File: src/rtl/code_table_store.sv
// Code table store: captures {char, length, path} entries from the table builder
// and answers code-match queries by scanning entries in index order.
module code_table_store #(
   parameter int DEPTH  = 32,
   parameter int PATH_W = 12,
   parameter int LEN_W  = 4,
   parameter int CNT_W  = 6
) (
   input  logic              clk,
   input  logic              n_rst,
   input  logic              enable,
   input  logic [7:0]        lookupTab,
   input  logic [LEN_W-1:0]  length,
   input  logic [PATH_W-1:0] path,
   output logic              saveComp,
   input  logic              clear,
   input  logic              query_req,
   input  logic [PATH_W-1:0] query_path,
   input  logic [LEN_W-1:0]  query_len,
   output logic              query_ack,
   output logic              query_hit,
   output logic [7:0]        query_char,
   output logic [CNT_W-1:0]  entry_count,
   output logic              full,
   output logic              overflow
);

   localparam int AW = (DEPTH > 1) ? $clog2(DEPTH) : 1;
   localparam logic [CNT_W-1:0] DEPTH_CNT = CNT_W'(DEPTH);
   localparam logic [CNT_W-1:0] ONE_CNT   = CNT_W'(1);

   typedef enum logic [1:0] {WR_IDLE, WR_ACK, WR_RELEASE} wr_state_t;
   typedef enum logic [1:0] {Q_IDLE, Q_SCAN, Q_DONE} q_state_t;

   // Table storage; validity is tracked by count_reg, so the arrays are never reset.
   logic [7:0]        char_mem [DEPTH];
   logic [LEN_W-1:0]  len_mem  [DEPTH];
   logic [PATH_W-1:0] path_mem [DEPTH];

   wr_state_t         wr_state_reg, wr_state_next;
   logic [CNT_W-1:0]  count_reg, count_next;
   logic              overflow_reg, overflow_next;
   logic              wr_en;

   q_state_t          q_state_reg, q_state_next;
   logic [PATH_W-1:0] q_path_reg, q_path_next;
   logic [LEN_W-1:0]  q_len_reg, q_len_next;
   logic [CNT_W-1:0]  scan_limit_reg, scan_limit_next;
   logic [CNT_W-1:0]  idx_reg, idx_next;
   logic              hit_reg, hit_next;
   logic [7:0]        char_reg, char_next;

   logic [7:0]        rd_char;
   logic [LEN_W-1:0]  rd_len;
   logic [PATH_W-1:0] rd_path;
   logic [PATH_W-1:0] len_mask;
   logic              entry_match;

   // ------------------------------------------------------------------
   // Storage write port
   // ------------------------------------------------------------------
   always_ff @(posedge clk) begin
      if (wr_en && !n_rst) begin
         char_mem[count_reg[AW-1:0]] <= lookupTab;
         len_mem[count_reg[AW-1:0]]  <= length;
         path_mem[count_reg[AW-1:0]] <= path;
      end
   end

   // ------------------------------------------------------------------
   // Write FSM: one table write per enable assertion
   // ------------------------------------------------------------------
   always_ff @(posedge clk) begin
      if (n_rst) begin
         wr_state_reg <= WR_IDLE;
         count_reg    <= '0;
         overflow_reg <= 1'b0;
      end else begin
         wr_state_reg <= wr_state_next;
         count_reg    <= count_next;
         overflow_reg <= overflow_next;
      end
   end

   always_comb begin
      wr_state_next = wr_state_reg;
      count_next    = count_reg;
      overflow_next = overflow_reg;
      wr_en         = 1'b0;
      case (wr_state_reg)
         WR_IDLE: begin
            if (enable) begin
               wr_state_next = WR_ACK;
               if (full) begin
                  overflow_next = 1'b1;
               end else if (length != '0) begin
                  wr_en      = 1'b1;
                  count_next = count_reg + ONE_CNT;
               end
            end
         end
         WR_ACK: begin
            wr_state_next = WR_RELEASE;
         end
         WR_RELEASE: begin
            if (!enable) wr_state_next = WR_IDLE;
         end
         default: begin
            wr_state_next = WR_IDLE;
         end
      endcase
      // A flush drops any pending write, including its saveComp pulse.
      if (clear) begin
         wr_state_next = WR_IDLE;
         count_next    = '0;
         overflow_next = 1'b0;
         wr_en         = 1'b0;
      end
   end

   // ------------------------------------------------------------------
   // Match logic: compare only the low q_len bits of the path
   // ------------------------------------------------------------------
   assign rd_char = char_mem[idx_reg[AW-1:0]];
   assign rd_len  = len_mem[idx_reg[AW-1:0]];
   assign rd_path = path_mem[idx_reg[AW-1:0]];

   for (genvar gi = 0; gi < PATH_W; gi++) begin : g_mask
      assign len_mask[gi] = (32'(q_len_reg) > gi);
   end

   assign entry_match = (rd_len == q_len_reg) && (q_len_reg != '0) &&
                        (((rd_path ^ q_path_reg) & len_mask) == '0);

   // ------------------------------------------------------------------
   // Query FSM: linear scan over the entries present at request time
   // ------------------------------------------------------------------
   always_ff @(posedge clk) begin
      if (n_rst) begin
         q_state_reg    <= Q_IDLE;
         q_path_reg     <= '0;
         q_len_reg      <= '0;
         scan_limit_reg <= '0;
         idx_reg        <= '0;
         hit_reg        <= 1'b0;
         char_reg       <= '0;
      end else begin
         q_state_reg    <= q_state_next;
         q_path_reg     <= q_path_next;
         q_len_reg      <= q_len_next;
         scan_limit_reg <= scan_limit_next;
         idx_reg        <= idx_next;
         hit_reg        <= hit_next;
         char_reg       <= char_next;
      end
   end

   always_comb begin
      q_state_next    = q_state_reg;
      q_path_next     = q_path_reg;
      q_len_next      = q_len_reg;
      scan_limit_next = scan_limit_reg;
      idx_next        = idx_reg;
      hit_next        = hit_reg;
      char_next       = char_reg;
      case (q_state_reg)
         Q_IDLE: begin
            if (query_req) begin
               q_path_next     = query_path;
               q_len_next      = query_len;
               scan_limit_next = count_reg;
               idx_next        = '0;
               q_state_next    = Q_SCAN;
            end
         end
         Q_SCAN: begin
            if (scan_limit_reg == '0) begin
               hit_next     = 1'b0;
               char_next    = '0;
               q_state_next = Q_DONE;
            end else if (entry_match) begin
               hit_next     = 1'b1;
               char_next    = rd_char;
               q_state_next = Q_DONE;
            end else if (idx_reg == scan_limit_reg - ONE_CNT) begin
               hit_next     = 1'b0;
               char_next    = '0;
               q_state_next = Q_DONE;
            end else begin
               idx_next = idx_reg + ONE_CNT;
            end
         end
         Q_DONE: begin
            q_state_next = Q_IDLE;
         end
         default: begin
            q_state_next = Q_IDLE;
         end
      endcase
      // Flush aborts an in-flight scan silently and wipes the last result.
      if (clear) begin
         q_state_next = Q_IDLE;
         idx_next     = '0;
         hit_next     = 1'b0;
         char_next    = '0;
      end
   end

   // ------------------------------------------------------------------
   // Outputs
   // ------------------------------------------------------------------
   assign saveComp    = (wr_state_reg == WR_ACK);
   assign query_ack   = (q_state_reg == Q_DONE);
   assign query_hit   = hit_reg;
   assign query_char  = char_reg;
   assign entry_count = count_reg;
   assign full        = (count_reg == DEPTH_CNT);
   assign overflow    = overflow_reg;

endmodule

File: config.mk
export PLATFORM = sky130hd
export DESIGN_NAME = code_table_store
export DESIGN_NICKNAME = d
export VERILOG_FILES = /design/src/rtl/code_table_store.sv
export SDC_FILE = /design/constraint.sdc
export NUM_CORES = 1
export LEC_CHECK = 0
export CORE_MARGIN = 4
export CORE_UTILIZATION = 43
export CTS_CLUSTER_DIAMETER = 100
export DETAILED_ROUTE_END_ITERATION = 12
export HOLD_SLACK_MARGIN = 0.1
export PLACE_DENSITY = 0.61
export SLEW_MARGIN = 10
export SYNTH_ARGS = -nofsm -noshare
export SYNTH_HDL_FRONTEND = slang
export SYNTH_SLANG_ARGS = --single-unit
File: constraint.sdc
create_clock -name clk -period 3.4 [get_ports clk]
set_input_delay 0.51 -clock clk [delete_from_list [all_inputs] [get_ports clk]]
set_output_delay 0.51 -clock clk [all_outputs]
set_load 0.1 [all_outputs]
==> impl_metrics.json <==
{
  "design_power_total_mw": 20.6,
  "drt_drc_violations_left": 0,
  "number_of_antenna_violations_at_the_first_check_in_global_routing": 0,
  "timing.hold.worst_endpoint": "q_path_reg[10]",
  "post_layout_instance_area_um2": 39400,
  "end_kind": "flip-flop",
  "cts_inserted_buffers": 84,
  "routed_wl_mm": 84.0,
  "p_leak_nw": 12.2,
  "clk_pin_slew_worst_paths_ns": 0.06,
  "ctsHoldBuffers": 0,
  "area_delta_synth_final_pct": 22.5,
  "grt_use_total_pct": 21.2,
  "cells_along_the_critical_path": "buf_12 -> buf_4 -> mux4_2 -> mux2_2 -> a22oi_2 -> nand3_1 -> xor2_1 -> a221o_1 -> nor3_4 -> a31oi_4 -> buf_6 -> and4b_1 -> a211o_1",
  "cts-root-to-sink-buffers": 3,
  "die_area_um2": 79200,
  "slowest_delay_ns": 0.48,
  "synth_ff_type": "edfxtp_1",
  "floorplan.initialDensity_pct": 43.3,
  "synth.yosys.seq_area_share_pct": 75.0,
  "post_synth.cell_area_avg_um2": 18.9,
  "clock-skew-final_ns": 0.0234,
  "setup.reg_to_reg.worst_slack_ns": -0.009,
  "holdCritPathClass": "in2reg",
  "cts_root_buffer": "clkbuf_16",
  "wl_per_cell_um": 28.1,
  "route.antenna.remaining_nets": 0,
  "post_synth_instance_area_um2": 32200,
  "max-vdd-ir-drop_v": 0.000348,
  "placement_rows": 100,
  "netlist_top_cells_area": "edfxtp_1 72%, mux4_2 9.1%, mux2i_1 5.3%",
  "tritoncts": "done",
  "final_layout_size_suffix_gt1_share_pct": 27.5,
  "detailroute.via_count": 17300,
  "first_global_vias": 17300,
  "nets": 2004,
  "grt_pass1_wl_mm": 120,
  "timing.final.crit_period_ns": 3.41,
  "run_status": "finished, violations left",
  "floorplan.die.height_um": 281,
  "yosys.cell_types.count": 59,
  "postPlaceCellArea_um2": 36300,
  "period_share_pct": 100,
  "min_path_cells": 3,
  "sinks_on_the_clock_net": 821,
  "synthCells": 1701,
  "first_iter_violations": 1745,
  "antenna_cells_inserted": 0,
  "setup_ws_ns": -0.00862,
  "synth_top_cells_by_count": "768 x edfxtp_1, 170 x mux2i_1, 130 x mux4_2, 87 x nand2_1, 74 x a22oi_1",
  "hold_viol_final": 0,
  "violations": "negative setup slack",
  "dp_hpwl_mm": 51.8,
  "synth_top_cell_area_share_pct": 71.7,
  "final-max-slew-violation-count": 0,
  "max-slew-margin-rel_pct": 21.8,
  "top_level_ports": 64,
  "max_slew.worst_pin.slew_ns": 1.17,
  "setup_violations": 6,
  "max_cap_violations": 0,
  "routed_via_density": 5.77,
  "achievable-frequency_mhz": 293,
  "syn-num-nets": 1752,
  "hold_path_startpoint": "query_path[10]",
  "synth-edff-count": 768,
  "ys_seq_elements": 821,
  "core_area_um2": 74300,
  "synth_largest_area_cell": "edfxtp_1",
  "pwrdens_nw_per_um2": 522,
  "rr_worst_depth": 13,
  "post-synth-top-count-cell": "edfxtp_1",
  "largest_register_ffs": 384,
  "cp.arrival_ns": 3.92,
  "grt_start_max_net_pins": 54,
  "maximum_fanout_count_along_the_critical_path": 7,
  "critical_path_slowest_stage_cell": "mux4_2",
  "setup.worst_path.start_class": "flip-flop",
  "dieWidth_um": 281,
  "clock_latency_ns": 0.63,
  "detail_route.first_pass.iterations": 5,
  "cts_htree_levels": 3,
  "worst-endpoint-required_ns": 3.91,
  "grt.overflow.total": 0,
  "rsz0062_at_grt": "yes",
  "finalWeightedCongestion": 0.817,
  "port_buffers": 63,
  "synth_async_sr_flop_share_pct": 0,
  "yosysWarnings": 0,
  "path_class": "reg2reg"
}
==> critical path: cells and delay by family (launching register included) <==
family          cells  cell delay (ns)
mux                 2             0.78
flops               1             0.42
xor+xnor            1             0.17
buf+inv             3             0.42
simple gates        3             0.55
compound gates      4             0.94
==> layout by cell type, fill, tap and decap left out, types with 6 or more instances in the layout <==
master             n
clkinv_2          19
ha_1               6
clkinv_1          15
clkbuf_1          19
a21oi_1           58
o22ai_2           11
clkdlybuf4s50_1   56
dfxtp_1           43
nor2b_1           15
nand4_1            7
xnor2_1           13
nand2_1           82
nor2_4            32
dfxtp_2            6
nand3b_1           7
mux2_2             7
nor2_1            27
clkbuf_16         85
xor2_1            12
bufinv_16          8
buf_4            106
nand3_1           16
mux4_2           130
mux2i_1          170
nor3_1             9
o22ai_1            6
inv_1              6
a22oi_1           73
and2_1             7
edfxtp_1         768
buf_12            86
==> per-layer routing <==
layer | share of wire (%) | track usage, % | up-vias
li1 | - | - | 7419
met1 | 42 | 29.7 | 9027
met2 | 48 | 34.7 | 707
met3 | 7.3 | 3.49 | 123
met4 | 2.6 | 6.36 | 0
met5 | 0 | 0 | -
==> cell families (layout without fill, tap and decap cells) <==
logic type / Yosys count / in the layout / synth area share [%]
AND/OR/NAND/NOR: 256 / 257 / 3.92
AO/OA/AOI/OAI: 188 / 188 / 3.97
XOR/XNOR: 26 / 26 / 0.708
buffers and inverters: 96 / 418 / 1.48
multiplexers: 308 / 308 / 14.7
flip-flops: 821 / 821 / 75.0
adder cells (fa/ha/maj): 6 / 6 / 0.233
==> layout make-up <==
cell class | count | area, um^2
Multi-Input combinational cell | 785 | 8040
Fill cell | 5797 | 34900
Clock buffer | 104 | 2200
Clock inverter | 53 | 537
Tap cell | 969 | 1210
Sequential cell | 821 | 24100
Inverter | 6 | 22.5
Timing Repair Buffer | 255 | 3240
==> how the worst max path moves through the flow <==
stage	end	slack (ns)	cells after the start
3_5_place_dp	query_char[4]	-0.37	12
4_1_cts	flip-flop	0.002	11
2_1_floorplan	char_mem[0][0]	0.13	6
6_report	flip-flop	-0.009	13
3_3_place_gp	query_char[3]	-0.35	12
5_1_grt	idx_reg[3]	-0.15	15
==> stage by stage <==
| step | hold WS [ns] | util [%] | setup WS [ns] | setup TNS (ns) | instances |
|---|---|---|---|---|---|
| after floorplan | 0.445 | - | 0.127 | 0 | 1701 |
| after global placement | 0.459 | 48.8 | -0.355 | -5.74 | 2823 |
| after detailed placement | 0.464 | 48.8 | -0.372 | -5.53 | 2823 |
| after CTS | 0.413 | 52.8 | 0.00183 | 0 | 2986 |
| after global routing | 0.438 | 53.0 | -0.151 | -1.95 | 2993 |
| final | 0.447 | 53.0 | -0.00862 | -0.0385 | 2993 |
==> report_power, final <==
group	internal [mW]	leakage [nW]	switching, mW
clock	5.25	1.34	3.85
sequential	11.1	7.34	0.0235
combinational	0.126	3.54	0.256
total	16.4	12.2	4.13
==> what timing repair did <==
item | CTS | global route
pin swaps | 3 | 16
setup buffers | 3 | 7
cloned | 3 | 0
gates resized for setup | 28 | 16
endpoints found under the setup margin | 22 | 18
Power figures use the tool's default switching activity.
